<file path="src/rtl/sobel5_window_filter.sv">
// sobel5_window_filter: 5x5 Sobel gradient magnitude over a 200-bit pixel window.
// Four-stage pipeline (row/column partial sums, Gx/Gy, magnitude, scale/threshold/mask)
// with the sync and coordinate signals delayed alongside so they stay aligned with edge_pixel.
module sobel5_window_filter #(
   parameter int ACTIVE_W = 640,
   parameter int ACTIVE_H = 480,
   parameter int H_MASK   = 4,
   parameter int V_MASK   = 4,
   parameter int SHIFT    = 6
) (
   input  logic         clock,
   input  logic         reset,
   input  logic [10:0]  hcount,
   input  logic [9:0]   vcount,
   input  logic         hsync,
   input  logic         vsync,
   input  logic         blank,
   input  logic [199:0] matrix,
   input  logic [7:0]   threshold,
   output logic [7:0]   edge_pixel,
   output logic [10:0]  hcount_out,
   output logic [9:0]   vcount_out,
   output logic         hsync_out,
   output logic         vsync_out,
   output logic         blank_out,
   output logic         out_valid
);

   localparam logic [10:0] ACTIVE_W_C = 11'(ACTIVE_W);
   localparam logic [9:0]  ACTIVE_H_C = 10'(ACTIVE_H);
   localparam logic [10:0] H_MASK_C   = 11'(H_MASK);
   localparam logic [9:0]  V_MASK_C   = 10'(V_MASK);

   // Pixel at row r (0 = top) and column c (0 = left) of the window.
   function automatic logic [7:0] pix(input logic [199:0] m, input int r, input int c);
      return m[8*(5*r + 4 - c) +: 8];
   endfunction

   // Zero-extend a pixel into the signed partial-sum width.
   function automatic logic signed [11:0] zx(input logic [7:0] p);
      return $signed({4'd0, p});
   endfunction

   // Derivative kernel (-1,-2,0,2,1) applied to five pixels in order 0..4.
   function automatic logic signed [11:0] diff5(input logic [7:0] p0, input logic [7:0] p1,
                                                input logic [7:0] p2, input logic [7:0] p3,
                                                input logic [7:0] p4);
      return zx(p4) + (zx(p3) <<< 1) - (zx(p1) <<< 1) - zx(p0);
   endfunction

   // Sign-extend a partial sum to the gradient width.
   function automatic logic signed [15:0] sx(input logic signed [11:0] a);
      return $signed({{4{a[11]}}, a});
   endfunction

   // Smoothing kernel (1,4,6,4,1) applied to five partial sums.
   function automatic logic signed [15:0] smooth5(input logic signed [11:0] a0, input logic signed [11:0] a1,
                                                  input logic signed [11:0] a2, input logic signed [11:0] a3,
                                                  input logic signed [11:0] a4);
      return sx(a0) + (sx(a1) <<< 2) + (sx(a2) <<< 2) + (sx(a2) <<< 1) + (sx(a3) <<< 2) + sx(a4);
   endfunction

   // Absolute value; |G| never exceeds 12240 so 15 bits suffice.
   function automatic logic [14:0] abs16(input logic signed [15:0] g);
      logic signed [15:0] t;
      t = g[15] ? -g : g;
      return t[14:0];
   endfunction

   logic signed [11:0] hx_s [5];
   logic signed [11:0] vy_s [5];
   logic signed [11:0] hx_r [5];
   logic signed [11:0] vy_r [5];
   logic signed [15:0] gx_r;
   logic signed [15:0] gy_r;
   logic [14:0]        mag_r;
   logic [14:0]        shifted_s;
   logic [7:0]         scaled_s;
   logic [7:0]         edge_s;
   logic               mask_s;
   logic               mask_r [3];
   logic [10:0]        hcount_d_r [4];
   logic [9:0]         vcount_d_r [4];
   logic               hsync_d_r [4];
   logic               vsync_d_r [4];
   logic               blank_d_r [4];
   logic [2:0]         fill_r;
   logic [7:0]         edge_r;
   logic               valid_r;

   // Stage 0: per-row horizontal derivatives, per-column vertical derivatives, and the mask.
   always_comb begin
      for (int r = 0; r < 5; r++) begin
         hx_s[r] = diff5(pix(matrix, r, 0), pix(matrix, r, 1), pix(matrix, r, 2),
                         pix(matrix, r, 3), pix(matrix, r, 4));
      end
      for (int c = 0; c < 5; c++) begin
         vy_s[c] = diff5(pix(matrix, 0, c), pix(matrix, 1, c), pix(matrix, 2, c),
                         pix(matrix, 3, c), pix(matrix, 4, c));
      end
      mask_s = blank | (hcount < H_MASK_C) | (vcount < V_MASK_C) |
               (hcount >= ACTIVE_W_C) | (vcount >= ACTIVE_H_C);
   end

   // Stage 4 combinational: scale, saturate, threshold and apply the carried mask.
   always_comb begin
      shifted_s = mag_r >> SHIFT;
      if (shifted_s > 15'd255) begin
         scaled_s = 8'd255;
      end else begin
         scaled_s = shifted_s[7:0];
      end
      if (mask_r[2]) begin
         edge_s = 8'd0;
      end else if (threshold == 8'd0) begin
         edge_s = scaled_s;
      end else if (scaled_s >= threshold) begin
         edge_s = 8'd255;
      end else begin
         edge_s = 8'd0;
      end
   end

   // Arithmetic pipeline registers S1..S4 plus the mask carried alongside them.
   always_ff @(posedge clock) begin
      if (reset) begin
         for (int i = 0; i < 5; i++) begin
            hx_r[i] <= 12'sd0;
            vy_r[i] <= 12'sd0;
         end
         for (int i = 0; i < 3; i++) begin
            mask_r[i] <= 1'b1;
         end
         gx_r   <= 16'sd0;
         gy_r   <= 16'sd0;
         mag_r  <= 15'd0;
         edge_r <= 8'd0;
      end else begin
         hx_r      <= hx_s;
         vy_r      <= vy_s;
         mask_r[0] <= mask_s;
         mask_r[1] <= mask_r[0];
         mask_r[2] <= mask_r[1];
         gx_r      <= smooth5(hx_r[0], hx_r[1], hx_r[2], hx_r[3], hx_r[4]);
         gy_r      <= smooth5(vy_r[0], vy_r[1], vy_r[2], vy_r[3], vy_r[4]);
         mag_r     <= abs16(gx_r) + abs16(gy_r);
         edge_r    <= edge_s;
      end
   end

   // Four-deep delay line for coordinates and syncs, matching the arithmetic latency.
   always_ff @(posedge clock) begin
      if (reset) begin
         for (int i = 0; i < 4; i++) begin
            hcount_d_r[i] <= 11'd0;
            vcount_d_r[i] <= 10'd0;
            hsync_d_r[i]  <= 1'b1;
            vsync_d_r[i]  <= 1'b1;
            blank_d_r[i]  <= 1'b1;
         end
      end else begin
         hcount_d_r[0] <= hcount;
         vcount_d_r[0] <= vcount;
         hsync_d_r[0]  <= hsync;
         vsync_d_r[0]  <= vsync;
         blank_d_r[0]  <= blank;
         for (int i = 1; i < 4; i++) begin
            hcount_d_r[i] <= hcount_d_r[i-1];
            vcount_d_r[i] <= vcount_d_r[i-1];
            hsync_d_r[i]  <= hsync_d_r[i-1];
            vsync_d_r[i]  <= vsync_d_r[i-1];
            blank_d_r[i]  <= blank_d_r[i-1];
         end
      end
   end

   // Fill counter and valid flag: valid only once the pipe holds post-reset data.
   always_ff @(posedge clock) begin
      if (reset) begin
         fill_r  <= 3'd0;
         valid_r <= 1'b0;
      end else begin
         if (fill_r != 3'd4) begin
            fill_r <= fill_r + 3'd1;
         end else begin
            fill_r <= fill_r;
         end
         // fill_r reaches 4 on this same edge when it currently reads 3 or more.
         valid_r <= (fill_r >= 3'd3) & ~blank_d_r[2] & ~mask_r[2];
      end
   end

   assign edge_pixel = edge_r;
   assign out_valid  = valid_r;
   assign hcount_out = hcount_d_r[3];
   assign vcount_out = vcount_d_r[3];
   assign hsync_out  = hsync_d_r[3];
   assign vsync_out  = vsync_d_r[3];
   assign blank_out  = blank_d_r[3];

endmodule

</file>
<file path="config.mk">
export PLATFORM = sky130hd
export DESIGN_NAME = sobel5_window_filter
export DESIGN_NICKNAME = d
export VERILOG_FILES = /design/src/rtl/sobel5_window_filter.sv
export SDC_FILE = /design/constraint.sdc
export NUM_CORES = 1
export LEC_CHECK = 0
export ABC_AREA = 1
export CELL_PAD_IN_SITES_DETAIL_PLACEMENT = 1
export CELL_PAD_IN_SITES_GLOBAL_PLACEMENT = 2
export CORE_UTILIZATION = 33
export DETAILED_ROUTE_END_ITERATION = 16
export PLACE_DENSITY_LB_ADDON = 0.2
export SLEW_MARGIN = 15
export SYNTH_ARGS = -nofsm -noshare
export SYNTH_HDL_FRONTEND = slang
export SYNTH_SLANG_ARGS = --single-unit
</file>
<file path="constraint.sdc">
create_clock -name clock -period 3.9 [get_ports clock]
set_input_delay 0.585 -clock clock [delete_from_list [all_inputs] [get_ports clock]]
set_output_delay 0.585 -clock clock [all_outputs]
set_load 0.01 [all_outputs]
</file>
# Yosys cells after proc, flatten, opt, wreduce, memory -nomap -nowiden
# Memories as Yosys holds them, arrays and structs flattened.
# Cells that the tools add are included.
[classes] add_sub_neg=44 magnitude_cmp=7 eq_ne=1 n_mux=31 bitwise=31 reduce_logical=2
[ops] cell="11-bit by 9-bit subtractor with 12-bit output" n=10
[ops] cell="10-bit by 9-bit subtractor with 11-bit output" n=10
[ops] cell="8-bit by 9-bit adder with 10-bit output" n=10
[ops] cell="11-bit two-way mux" n=4
[ops] cell="10-bit two-way mux" n=4
[ops] cell="15-bit by 14-bit adder with 16-bit output" n=2
[ops] cell="16-bit by 12-bit adder with 16-bit output" n=2
[ops] cell="16-bit by 13-bit adder with 16-bit output" n=2
[ops] cell="16-bit by 14-bit adder with 16-bit output" n=2
[ops] cell="12-bit by 14-bit adder with 15-bit output" n=2
[ops] cell="15-bit two-way mux" n=2
[ops] cell="15-bit negation" n=2
[ops] cell="1-bit OR" n=27
[ops] cell="8-bit two-way mux" n=3
[ops] cell="1-bit two-way mux" n=18
[ops] cell="15-bit adder" n=1
[ops] cell="11-bit by 10-bit >= comparator with 1-bit output (second input constant)" n=1
[ops] cell="11-bit by 3-bit less-than comparator with 1-bit output (second input constant)" n=1
[ops] cell="10-bit by 9-bit >= comparator with 1-bit output (second input constant)" n=1
[ops] cell="10-bit by 3-bit less-than comparator with 1-bit output (second input constant)" n=1
[ops] cell="9-bit by 8-bit greater-than comparator with 1-bit output (second input constant)" n=1
[ops] cell="8-bit >= comparator" n=1
[ops] cell="8-bit zero test" n=1
[ops] cell="3-bit by 1-bit adder with 3-bit output (second input constant)" n=1
[ops] cell="5 further kinds" n=7
[word_totals] ff_bits=179 mem_bits_rw=99 in_bits=234 output_inout_bits=33 word_cells=138 n_memories=6
[mem_list] memory="hcount_d_r" depth=4 width=11 read_ports=4 rd_clocked_by_memory_dff=0 wr=4 line="82" source="logic [10:0] hcount_d_r [4];"
[mem_list] memory="vcount_d_r" depth=4 width=10 read_ports=4 rd_clocked_by_memory_dff=0 wr=4 line="83" source="logic [9:0] vcount_d_r [4];"
[mem_list] memory="blank_d_r" depth=4 width=1 read_ports=4 rd_clocked_by_memory_dff=0 wr=4 line="86" source="logic blank_d_r [4];"
[mem_list] memory="hsync_d_r" depth=4 width=1 read_ports=4 rd_clocked_by_memory_dff=0 wr=4 line="84" source="logic hsync_d_r [4];"
[mem_list] memory="vsync_d_r" depth=4 width=1 read_ports=4 rd_clocked_by_memory_dff=0 wr=4 line="85" source="logic vsync_d_r [4];"
[mem_list] memory="mask_r" depth=3 width=1 read_ports=3 rd_clocked_by_memory_dff=0 wr=3 line="81" source="logic mask_r [3];"

# Logic depth before layout (Yosys ltp)
# Gate-level depths: netlist of run 1.
[depth] ltp_word=6 mapped_depth=19 mapped_depth_nobuf=19

# Least setup slack after synthesis of run 1
# Ideal clock, no wire load.
[synth_path] kind="reg-to-reg" start="reg vy_r[3] (netlist name)" end="reg gy_r[13]" setup_time_ps=113 t_arrival_ps=3247 required_time_ps=3787 path_slack_ps=540 stages_incl_launch_ff=17 n_path_buf=0 synth_period_minus_slack_ps=3360 cell_sequence="dfxtp_1 > inv_1 > fa_1 > inv_1 > fa_1 > inv_1 > fa_1 > inv_1 > ha_1 > inv_1 > fa_1 > o21ai_2 > a21oi_1 > o21ai_0 > nand2_1 > nand2_1 > nor2_1"
[synth_between] elab_chain_cells=1
[synth_rtl] element="start, declared" line="73" source="logic signed [11:0] vy_r [5];"
[synth_rtl] element="start signal, assigned" line="140" source="vy_r <= vy_s;"
[synth_rtl] element="16-bit by 12-bit adder with 16-bit output" line="60" source="return sx(a0) + (sx(a1) <<< 2) + (sx(a2) <<< 2) + (sx(a2) <<< 1) + (sx(a3) <<< 2) + sx(a4);"
[synth_rtl] element="end signal, assigned" line="145" source="gy_r <= smooth5(vy_r[0], vy_r[1], vy_r[2], vy_r[3], vy_r[4]);"
[synth_rtl] element="end, declared" line="75" source="logic signed [15:0] gy_r;"
# Every way passes these cells.
# A chain may end at the register's enable or synchronous reset.

# Worst setup path in the final report of run 1
[layout_path] start="reg hx_r[25] (netlist name)" end="reg gx_r[9]"
[layout_between] elab_chain_cells=4
[layout_rtl] element="start, declared" line="72" source="logic signed [11:0] hx_r [5];"
[layout_rtl] element="start signal, assigned" line="139" source="hx_r <= hx_s;"
[layout_rtl] element="15-bit by 14-bit adder with 16-bit output" line="60"
[layout_rtl] element="16-bit by 13-bit adder with 16-bit output (*)" line="60"
[layout_rtl] element="16-bit by 14-bit adder with 16-bit output (*)" line="60"
[layout_rtl] element="16-bit by 12-bit adder with 16-bit output (*)" line="60"
[layout_rtl] element="end signal, assigned" line="144" source="gx_r <= smooth5(hx_r[0], hx_r[1], hx_r[2], hx_r[3], hx_r[4]);"
[layout_rtl] element="end, declared" line="74" source="logic signed [15:0] gx_r;"
# Mark *: on every way between the ends. The rest lies on a longest branch, timed or not.

==> flow_summary.json, run 1 <==
{
  "detail_route.iter0.violations": 587,
  "clk_pin_slew_ns": 0.06,
  "die-area_mm2": 0.0698,
  "critical_path.slowest_cell": "fa_1",
  "die_y_um": 264,
  "gp_congestion": 0.881,
  "timing_worst_slew_pin_value_ns": 1.02,
  "drv.max_cap_violation_count": 0,
  "critical_path_required_ns": 4.39,
  "fillerInstances": 8321,
  "post_drt_via_cell_ratio": 4.53,
  "start_kind": "register",
  "netlist_cell_types": 41,
  "route.antenna.remaining_nets": 0,
  "clock_insertion_delay_worst_skew_ns": 0.59,
  "floorplan.initialDensity": 0.335,
  "regToRegSetupSlack_ns": 0.19,
  "layout.cells.non_filler": 4395,
  "intPower_mw": 12.9,
  "detailed_place_hpwl_um": 61700,
  "grt.total_usage": 0.203,
  "ys.warnings.count": 0,
  "first_global_vias": 21500,
  "critPathKind": "register to register",
  "drt-pass1-iter-count": 5,
  "worst_slew_margin_rel": 0.318,
  "tritoncts_num_sinks": 272,
  "hp-class": "register to register",
  "worst_hold_startpoint": "vcount_d_r[1][4]",
  "power_switching_mw": 13.3,
  "crit_reg_reg_startpoint": "hx_r[25]",
  "report.final.hold_viol_count": 0,
  "final_period_minus_worst_setup_slack_ns": 3.71,
  "critical_path_peak_fanout": 4,
  "post_route_cells_drive_above_1_share": 0.0895,
  "combPwrFrac": 0.728,
  "globalRoute.totalOverflow": 0,
  "die_w_um": 264,
  "whs_path_depth": 2,
  "num-nets-final": 4152,
  "p_leak_nw": 15.1,
  "synth_async_sr_flop_share": 0,
  "kind_of_end_point_of_the_critical_path": "register",
  "grt_max_degree": 95,
  "clock_power_share": 0.121,
  "p_per_area_mw_per_mm2": 907,
  "netSwitchingFraction": 0.507,
  "pre_cts_ws_ns": -0.322,
  "ys_seq_area_frac": 0.240,
  "cell_class_contributing_the_biggest_share_of_worst_path_delay": "adder cells",
  "route.detailed.wl_per_inst_um": 16.1,
  "area_growth_from_synthesis_to_layout_pct": 27.1,
  "critical_path.max_stage_delay_ns": 0.53,
  "cts_buffers": 31,
  "synthesis.nets": 3695,
  "final-max-slew-violation-count": 0,
  "detail_route.wirelength_um": 70700,
  "vdd_drop_max_mv": 0.834,
  "critical-path-top-cell-by-count": "fa_1",
  "port_buffers": 258,
  "num_vias": 19900,
  "max_freq_mhz": 269,
  "fin_skew_ns": 0.0125,
  "seq_power_share": 0.151,
  "antenna_violations_before_repair": 2,
  "cts.root.buffer_cell": "clkbuf_16",
  "status": "completed",
  "clk_path_buf_depth": 3,
  "worstReg2RegEnd": "gx_r[9]",
  "ctsHtreeMaxLevel": 1,
  "drt_drc_violations_left": 0,
  "placed_cells": 4337,
  "worst-r2r-cell-count": 14,
  "timing.critical_path.cells": "inv_1, fa_1, fa_1, fa_1, inv_1, ha_1, fa_1, nand3_1, nand2_1, nand2_1, nand2_1, a21oi_1, o21ai_0, a21oi_1",
  "rsz0062_at_grt": "false",
  "synth_ff_type": "dfxtp_1",
  "layout_worst_path_cycle_share": 0.952,
  "synth_instances": 3041,
  "finalSetupViolCount": 0,
  "worst-endpoint-arrival_ns": 4.20,
  "worst_hold_path.endpoint": "vcount_d_r[2][4]",
  "io-pin-count": 267,
  "standard_cell_row_count": 95,
  "synth-edff-count": 0,
  "yosys_register_bits": 272,
  "syn_area_mm2": 0.0227,
  "clock_tree_from_tritoncts": "done",
  "placeableCoreArea_mm2": 0.0676,
  "timing.final.ws_setup_ns": 0.187,
  "critPathBufInv": 2,
  "synthesis.area_per_instance_um2": 7.46,
  "global_route_wire_length_before_repair_um": 112000
}
registers in the layout, summed over array words and instances, names as in the netlist, 8 cells and up:
register / flops
mag_r: 9
hcount_d_r: 44
vcount_d_r: 40
edge_pixel: 8
vy_r: 60
hx_r: 60
gy_r: 16
gx_r: 16
layer usage:
metal | global-route usage | vias to the layer above | share of wire
met5 | 0 | - | 0
met4 | 0.0632 | 0 | 0.033
met3 | 0.0175 | 90 | 0.019
met2 | 0.372 | 229 | 0.50
met1 | 0.250 | 9500 | 0.45
li1 | - | 10100 | -
worst min-delay path, cell delays in order, from the launching register on:
cell and delay, ns:
dfxtp_1 0.30, inv_1 0.04, nor2_1 0.03
cell type report:
type / instances / area, um2 / share of cell area
repair buffers: 455 / 4060 / 0.141
flip-flops and latches: 272 / 5450 / 0.189
inverters: 858 / 3220 / 0.112
clock buffers: 42 / 907 / 0.0315
clock inverters: 14 / 215 / 0.00746
diodes: 1 / 2.50 / 0.0000868
well taps: 873 / 1090 / 0.0379
multi-input cells: 1880 / 13900 / 0.482
how the worst max path moves through the flow:
stage	from	to	slack, ns	depth (start not counted)
6_report	hx_r[25]	gx_r[9]	0.19	14
5_1_grt	vy_r[15]	gy_r[12]	0.001	15
4_1_cts	hx_r[25]	gx_r[9]	0.08	14
3_5_place_dp	matrix[162]	hx_r[10]	-0.32	17
3_3_place_gp	matrix[129]	vy_r[22]	-0.24	20
2_1_floorplan	vy_r[3]	gy_r[13]	0.54	16
cells by family after synthesis:
logic type,count (synthesis),synth area share
and+or+nand+nor,910,0.167
xor gates and xnor gates,86,0.0332
adders and majority gates,420,0.298
DFF,272,0.240
AOI/OAI and AO/OA,464,0.114
buffers and inverters,889,0.149
metrics by stage:
| stage | utilization | TNS [ns] | total power [mW] | instance area, um2 | hold WS, ns |
|---|---|---|---|---|---|
| 2_1_floorplan | - | 0 | 16.9 | 22700 | 0.388 |
| 3_3_place_gp | 0.409 | -2.99 | 22.2 | 27700 | 0.389 |
| 3_5_place_dp | 0.409 | -5.94 | 22.9 | 27700 | 0.394 |
| 4_1_cts | 0.426 | 0 | 26.3 | 28800 | 0.405 |
| 5_1_grt | 0.426 | 0 | 29.3 | 28800 | 0.421 |
| 6_report | 0.426 | 0 | 26.1 | 28800 | 0.402 |
cell usage in the layout (no fill, tap or decap), drive strengths merged:
master	instances
inv	858
nand2	448
nor2	274
dfxtp	272
clkdlybuf4s50	257
a21oi	247
ha	220
fa	200
buf	198
o21ai	129
nand3	105
xor2	67
clkbuf	42
a31oi	32
or2	31
o21bai	24
nand4	21
xnor2	19
nor3	18
o21a	12
nand3b	9
clkinv	7
a21o	5
bufinv	5
a21boi	5
a211oi	4
nor4	3
a22oi	2
o2111ai	2
clkinvlp	2
o31ai	2
diode	1
and3	1
power by group through the flow:
| stage | combinational [mW] | clock, mW | sequential [mW] |
|---|---|---|---|
| 2_1_floorplan | 13.1 | 0 | 3.79 |
| 3_3_place_gp | 18.2 | 0 | 3.99 |
| 3_5_place_dp | 18.8 | 0 | 4.01 |
| 4_1_cts | 19.0 | 3.27 | 3.96 |
| 5_1_grt | 21.9 | 3.37 | 4.01 |
| 6_report | 19.0 | 3.16 | 3.94 |
what timing repair did:
action,4_1_cts,5_1_grt
buffers inserted,0,1
hold endpoints to repair,0,0
hold buffers,0,0
resized for setup,0,9
setup endpoints to repair,0,6
synthesized netlist by cell type (2+ instances only):
cell | number | area share
a21boi_1 | 2 | 0.00066
xor2_1 | 67 | 0.026
clkbuf_8 | 2 | 0.0012
nor3_1 | 18 | 0.0040
nand3_1 | 104 | 0.023
o21ai_0 | 115 | 0.025
a21o_1 | 5 | 0.0017
ha_1 | 220 | 0.12
dfxtp_1 | 272 | 0.24
or2_2 | 22 | 0.0061
a21boi_0 | 3 | 0.00099
nand2_1 | 435 | 0.072
o21ai_1 | 8 | 0.0018
o21ai_2 | 6 | 0.0023
o2111ai_1 | 2 | 0.00077
buf_2 | 7 | 0.0015
a211oi_1 | 4 | 0.0013
nand2_2 | 13 | 0.0036
a31oi_1 | 32 | 0.0088
o21a_1 | 12 | 0.0040
o21bai_1 | 24 | 0.0079
clkbuf_1 | 20 | 0.0033
a21oi_2 | 10 | 0.0039
a22oi_1 | 2 | 0.00066
nand4_1 | 21 | 0.0058
inv_1 | 857 | 0.14
xnor2_1 | 19 | 0.0073
a21oi_1 | 237 | 0.052
nand3b_1 | 9 | 0.0030
or2_1 | 9 | 0.0025
nor4_1 | 3 | 0.00083
fa_1 | 200 | 0.18
nor2_1 | 273 | 0.045
No activity file was read; power rests on OpenSTA's default activity.
==> inputs of run 2 (changes only) <==
--- a/config.mk
+++ b/config.mk
@@ -10,8 +10,8 @@
 export CELL_PAD_IN_SITES_GLOBAL_PLACEMENT = 2
 export CORE_UTILIZATION = 33
 export DETAILED_ROUTE_END_ITERATION = 16
-export PLACE_DENSITY_LB_ADDON = 0.2
-export SLEW_MARGIN = 15
+export PLACE_DENSITY_LB_ADDON = 0.25
+export SLEW_MARGIN = 20
 export SYNTH_ARGS = -nofsm -noshare
 export SYNTH_HDL_FRONTEND = slang
 export SYNTH_SLANG_ARGS = --single-unit
==> run 2 against run 1 <==
Clock-buffer cell count up 2. Sequential power about the same. Largest power group unchanged. Die area unchanged. Fmax about the same. Highest routed layer unchanged. Largest cell class unchanged. Critical path depth up 2.
==> flow_summary.json, run 2 (same netlist as run 1, synthesis figures left out) <==
{
  "seq_power_share": 0.150,
  "ctsHtreeMaxLevel": 2,
  "first_global_vias": 22000,
  "post-route-cell-area_mm2": 0.0290,
  "clk_pin_slew_ns": 0.06,
  "groute.layer.met3.usage": 0.0190,
  "area_growth_from_synthesis_to_layout_pct": 27.8,
  "standard_cell_row_count": 95,
  "final_period_minus_worst_setup_slack_ns": 3.71,
  "p_leak_nw": 15.1,
  "post_drt_via_cell_ratio": 4.55,
  "layout.cells.non_filler": 4411,
  "fillerInstances": 8344,
  "route.antenna.remaining_nets": 0,
  "drt_drc_violations_left": 0,
  "intPower_mw": 12.9,
  "area_of_placed_instances_mm2": 0.0278,
  "critPathKind": "primary input to register",
  "clk_path_buf_depth": 3,
  "timing.final.ws_setup_ns": 0.188,
  "multi_input_comb_area_mm2": 0.0139,
  "pre_cts_ws_ns": -0.363,
  "placed_cells": 4348,
  "global_route_wire_length_before_repair_um": 113000,
  "netSwitchingFraction": 0.506,
  "gp_congestion": 0.886,
  "clock_tree_from_tritoncts": "done",
  "grt_max_degree": 88,
  "critical_path.slowest_cell": "clkdlybuf4s50_1",
  "detail_route.wirelength_um": 71000,
  "report.final.hold_viol_count": 0,
  "post_route_cells_drive_above_1_share": 0.0919,
  "p_per_area_mw_per_mm2": 901,
  "tritoncts_num_sinks": 272,
  "final_cell_mix": "inv_1, nand2_1, nor2_1",
  "fin_skew_ns": 0.0298,
  "status": "completed",
  "critical_path.max_stage_delay_ns": 0.64,
  "kind_of_end_point_of_the_critical_path": "register",
  "placeableCoreArea_mm2": 0.0676,
  "combPwrFrac": 0.723,
  "clock_insertion_delay_worst_skew_ns": 0.55,
  "gr-usage-met2": 0.383,
  "worst_slew_margin_rel": 0.498,
  "drt-pass1-iter-count": 4,
  "worst-endpoint-arrival_ns": 4.15,
  "met1_usage": 0.253,
  "cts.root.buffer_cell": "clkbuf_16",
  "clock_power_share": 0.127,
  "cts_buffers": 34,
  "final_common_cell": "inv_1",
  "globalRoute.totalOverflow": 0,
  "setup-tns-final_ns": 0,
  "final-seq-area_mm2": 0.00545,
  "die_y_um": 264,
  "num-nets-final": 4165,
  "critical_path_required_ns": 4.34,
  "die-area_mm2": 0.0698,
  "die_w_um": 264,
  "cts_hold_buf": 0,
  "power_switching_mw": 13.2,
  "finalSetupViolCount": 0,
  "hp-class": "register to register",
  "globalRoute.busiestLayer": "met2",
  "rsz0062_at_grt": "true",
  "post_cts.repair.setup_buffers": 0,
  "max_freq_mhz": 269,
  "vdd_drop_max_mv": 0.759,
  "postCtsResizedCells": 0,
  "reg.largest.list": "hx_r (60), vy_r (60), hcount_d_r (44)",
  "timing_worst_slew_pin_value_ns": 0.753,
  "grt.total_usage": 0.206,
  "final-max-slew-violation-count": 0,
  "timing.critical_path.cells": "clkdlybuf4s50_1, inv_1, fa_1, inv_1, fa_1, nand3_1, nand2_1, a31oi_1, xor2_1, ha_1, a21oi_1, o21ai_0, a21oi_1, nand3_1, o21ai_0, nor2_1",
  "layout_worst_path_cycle_share": 0.952,
  "port_buffers": 258,
  "drv.max_cap_violation_count": 0,
  "detail_route.iter0.violations": 601,
  "route.detailed.wl_per_inst_um": 16.1,
  "num_vias": 20100,
  "io-pin-count": 267,
  "critical_path_peak_fanout": 3,
  "start_kind": "primary input",
  "detailed_place_hpwl_um": 62300,
  "power.total_mw": 26.1,
  "antenna_violations_before_repair": 2,
  "floorplan.initialDensity": 0.335
}
run 2: changes by cell type in the layout (fill, tap and decap cells not counted), moves of 2 or more:
cell,before,now
clkinv_8,0,2
clkbuf_1,2,7
clkinv_2,7,5
o21ai_0,113,115
o21ai_1,10,8
buf_4,197,207
clkbuf_16,31,34
clkbuf_8,9,3
clkinvlp_4,2,4
run 2: worst paths after layout:
| path | from | endpoint | slack (ns) | depth (start not counted) |
|---|---|---|---|---|
| hold reg to reg | hcount_d_r[2][0] | hcount_d_r[3][0] | 0.40 | 2 |
| hold / removal | hcount_d_r[2][0] | hcount_d_r[3][0] | 0.40 | 2 |
| setup reg to reg | vy_r[27] | gy_r[14] | 0.19 | 15 |
| setup / recovery | matrix[152] | vy_r[58] | 0.19 | 16 |
run 2: power groups by stage:
stage | sequential [mW] | combinational, mW | clock [mW]
6_report | 3.92 | 18.9 | 3.31
5_1_grt | 3.99 | 21.9 | 3.53
4_1_cts | 3.94 | 19.0 | 3.43
3_5_place_dp | 4.00 | 18.8 | 0
3_3_place_gp | 3.98 | 18.2 | 0
2_1_floorplan | 3.79 | 13.1 | 0
run 2: final cells by class:
type / instances / share of cell area
multi-input combinational: 1880 / 0.479
clock inverter: 18 / 0.00967
clock buffer: 44 / 0.0317
tap: 873 / 0.0377
inverter: 858 / 0.111
sequential: 272 / 0.188
timing repair buffer: 465 / 0.143
antenna: 1 / 0.0000863
run 2: worst max-delay path, delay by kind of cell:
family	cells	cell delay, ns
compound gates	5	0.86
xor+xnor	1	0.28
fa+ha+maj	3	1.23
buf+inv	3	0.81
simple gates	4	0.36
run 2: per-layer routing:
layer,share of wire,vias to the layer above
met3,0.020,73
met1,0.45,9635
met5,0,-
met2,0.51,219
met4,0.022,0
li1,-,10200
run 2: per-stage QoR:
stage / hold WS [ns] / utilization
2_1_floorplan: 0.388 / -
3_3_place_gp: 0.389 / 0.411
4_1_cts: 0.403 / 0.428
3_5_place_dp: 0.394 / 0.411
6_report: 0.399 / 0.429
5_1_grt: 0.419 / 0.429
==> inputs of run 3 (changes only) <==
--- a/config.mk
+++ b/config.mk
@@ -6,8 +6,10 @@
 export NUM_CORES = 1
 export LEC_CHECK = 0
 export ABC_AREA = 1
+export CAP_MARGIN = 20
 export CELL_PAD_IN_SITES_DETAIL_PLACEMENT = 1
 export CELL_PAD_IN_SITES_GLOBAL_PLACEMENT = 2
+export CORE_ASPECT_RATIO = 2
 export CORE_UTILIZATION = 33
 export DETAILED_ROUTE_END_ITERATION = 16
 export PLACE_DENSITY_LB_ADDON = 0.25
==> run 3 against run 2 <==
Clock skew grew 0.00097 ns. Sequential power grew 1%. Clock power shrank 13%. Combinational power grew 2%. Total power is essentially flat. Utilization shrank 0.37 points. Routed wire length grew 9.0%. Final area shrank 0.48%. Sequential cell count is the same. Largest cell class unchanged. Largest power group unchanged.
==> flow_summary.json, run 3 (same netlist as run 1, synthesis figures left out) <==
{
  "status": "completed",
  "tritoncts_num_sinks": 272,
  "finalSetupViolCount": 0,
  "drv.max_cap_violation_count": 0,
  "route.detailed.wl_per_inst_um": 17.5,
  "drt-pass1-iter-count": 4,
  "area_growth_from_synthesis_to_layout_pct": 27.2,
  "standard_cell_row_count": 135,
  "first_global_vias": 22600,
  "critical_path_peak_fanout": 6,
  "post_route_cells_drive_above_1_share": 0.0925,
  "start_kind": "register",
  "port_buffers": 258,
  "clock_tree_from_tritoncts": "done",
  "detailed_place_hpwl_um": 68100,
  "gp_congestion": 0.906,
  "grt_max_degree": 69,
  "die-area_mm2": 0.0699,
  "fillerInstances": 8445,
  "post_cts.repair.setup_buffers": 0,
  "worst_slew_margin_rel": 0.479,
  "timing.final.ws_setup_ns": 0.161,
  "num_vias": 20100,
  "critical_path.slowest_cell": "fa_1",
  "clk_pin_slew_ns": 0.08,
  "io-pin-count": 267,
  "rsz0062_at_grt": "false",
  "final_period_minus_worst_setup_slack_ns": 3.74,
  "regToRegSetupSlack_ns": 0.16,
  "drt_drc_violations_left": 0,
  "report.final.hold_viol_count": 0,
  "area_of_placed_instances_mm2": 0.0279,
  "cell_class_contributing_the_biggest_share_of_worst_path_delay": "adder cells",
  "worstReg2RegEnd": "gx_r[14]",
  "timing_worst_slew_pin_value_ns": 0.782,
  "detail_route.wirelength_um": 77400,
  "global_route_wire_length_before_repair_um": 121000,
  "p_per_area_mw_per_mm2": 905,
  "die_w_um": 187,
  "timing.critical_path.cells": "inv_1, fa_1, inv_1, fa_1, fa_1, ha_1, a21oi_1, o21bai_1, a21oi_1, o21ai_0, nand2_1, nand2_1, nor2_2",
  "post-route-cell-area_mm2": 0.0289,
  "critPathBufInv": 2,
  "critical_path_required_ns": 4.41,
  "cts_hold_buf": 0,
  "whs_path_depth": 2,
  "hp-class": "register to register",
  "final_cell_mix": "inv_1, nand2_1, nor2_1, dfxtp_1, clkdlybuf4s50_1",
  "clock_insertion_delay_worst_skew_ns": 0.60,
  "antenna_cells": 0,
  "post_drt_via_cell_ratio": 4.55,
  "pre_cts_ws_ns": -0.450,
  "worst_hold_path.endpoint": "vcount_d_r[2][3]",
  "max_freq_mhz": 267,
  "num-nets-final": 4169,
  "layout_worst_path_cycle_share": 0.959,
  "fin_skew_ns": 0.0308,
  "critical_path.max_stage_delay_ns": 0.55,
  "detail_route.iter0.violations": 477,
  "p_leak_nw": 15.1,
  "worst-endpoint-arrival_ns": 4.25,
  "vdd_drop_max_mv": 0.608,
  "final-max-slew-violation-count": 0,
  "critPathKind": "register to register",
  "placeableCoreArea_mm2": 0.0679,
  "antenna_violations_before_repair": 2,
  "worst-r2r-cell-count": 13,
  "clk_path_buf_depth": 3,
  "critical-path-top-cell-by-count": "fa_1",
  "route.antenna.remaining_nets": 0,
  "worst_hold_startpoint": "vcount_d_r[1][3]",
  "ctsHtreeMaxLevel": 1,
  "crit_reg_reg_startpoint": "hx_r[59]",
  "cts.root.buffer_cell": "clkbuf_16",
  "globalRoute.totalOverflow": 0,
  "die_y_um": 373,
  "grt.total_usage": 0.225,
  "reg.largest.list": "hx_r (60), vy_r (60), hcount_d_r (44)",
  "cts_buffers": 27,
  "kind_of_end_point_of_the_critical_path": "register",
  "final_common_cell": "inv_1",
  "floorplan.initialDensity": 0.334
}
==> run 3: cell type report <==
class / instances / area [um2] / share of cell area
Multi-Input combinational cell: 1880 / 13900 / 0.482
Clock inverter: 16 / 230 / 0.00798
Clock buffer: 32 / 724 / 0.0251
Sequential cell: 272 / 5450 / 0.189
Inverter: 858 / 3220 / 0.112
Timing Repair Buffer: 476 / 4220 / 0.146
Tap cell: 890 / 1110 / 0.0386
==> run 3: power by group <==
part           internal, mW  total (mW)  switching (mW)
clock                  1.62        2.87            1.26
combinational          7.30        19.3            12.0
sequential             3.52        3.97           0.452
total                  12.4        26.1            13.7
==> run 3: repair_timing <==
item	CTS	global route
gates resized for setup	0	8
endpoints found under the setup margin	0	8
endpoints found under the hold margin	0	0
==> run 3: how the worst max path moves through the flow <==
stage	start	endpoint	slack, ns	cells past startpoint
after global routing	hx_r[26]	gx_r[13]	0.01	15
after floorplan	vy_r[3]	gy_r[13]	0.54	16
final	hx_r[59]	gx_r[14]	0.16	13
after detailed placement	matrix[49]	vy_r[22]	-0.45	19
after CTS	hx_r[59]	gx_r[14]	0.003	13
after global placement	matrix[129]	vy_r[22]	-0.54	20
==> run 3: worst reg2reg max path: cells and delay by family, from the launching register on <==
kind	cells	cell delay, ns
fa+ha+maj	4	1.85
simple gates	3	0.33
buf+inv	2	0.21
flops	1	0.51
compound gates	4	0.75
==> run 3: routing by layer <==
layer  vias to the layer above  GRT usage  wire [um]
li1                      10200          -          -
met1                      9545      0.224      28400
met2                       348      0.459      43100
met3                        98     0.0207       2260
met4                         4     0.0986       3580
met5                         -          0         17
==> run 3: through the flow <==
stage          cells  hold WS, ns  TNS, ns  total power, mW   util
2_1_floorplan   3041        0.388        0             16.9      -
3_3_place_gp    4376        0.390    -5.78             22.6  0.410
3_5_place_dp    4376        0.395    -8.18             23.3  0.410
4_1_cts         4424        0.384        0             26.3  0.425
5_1_grt         4424        0.420        0             29.2  0.425
6_report        4424        0.393        0             26.1  0.425
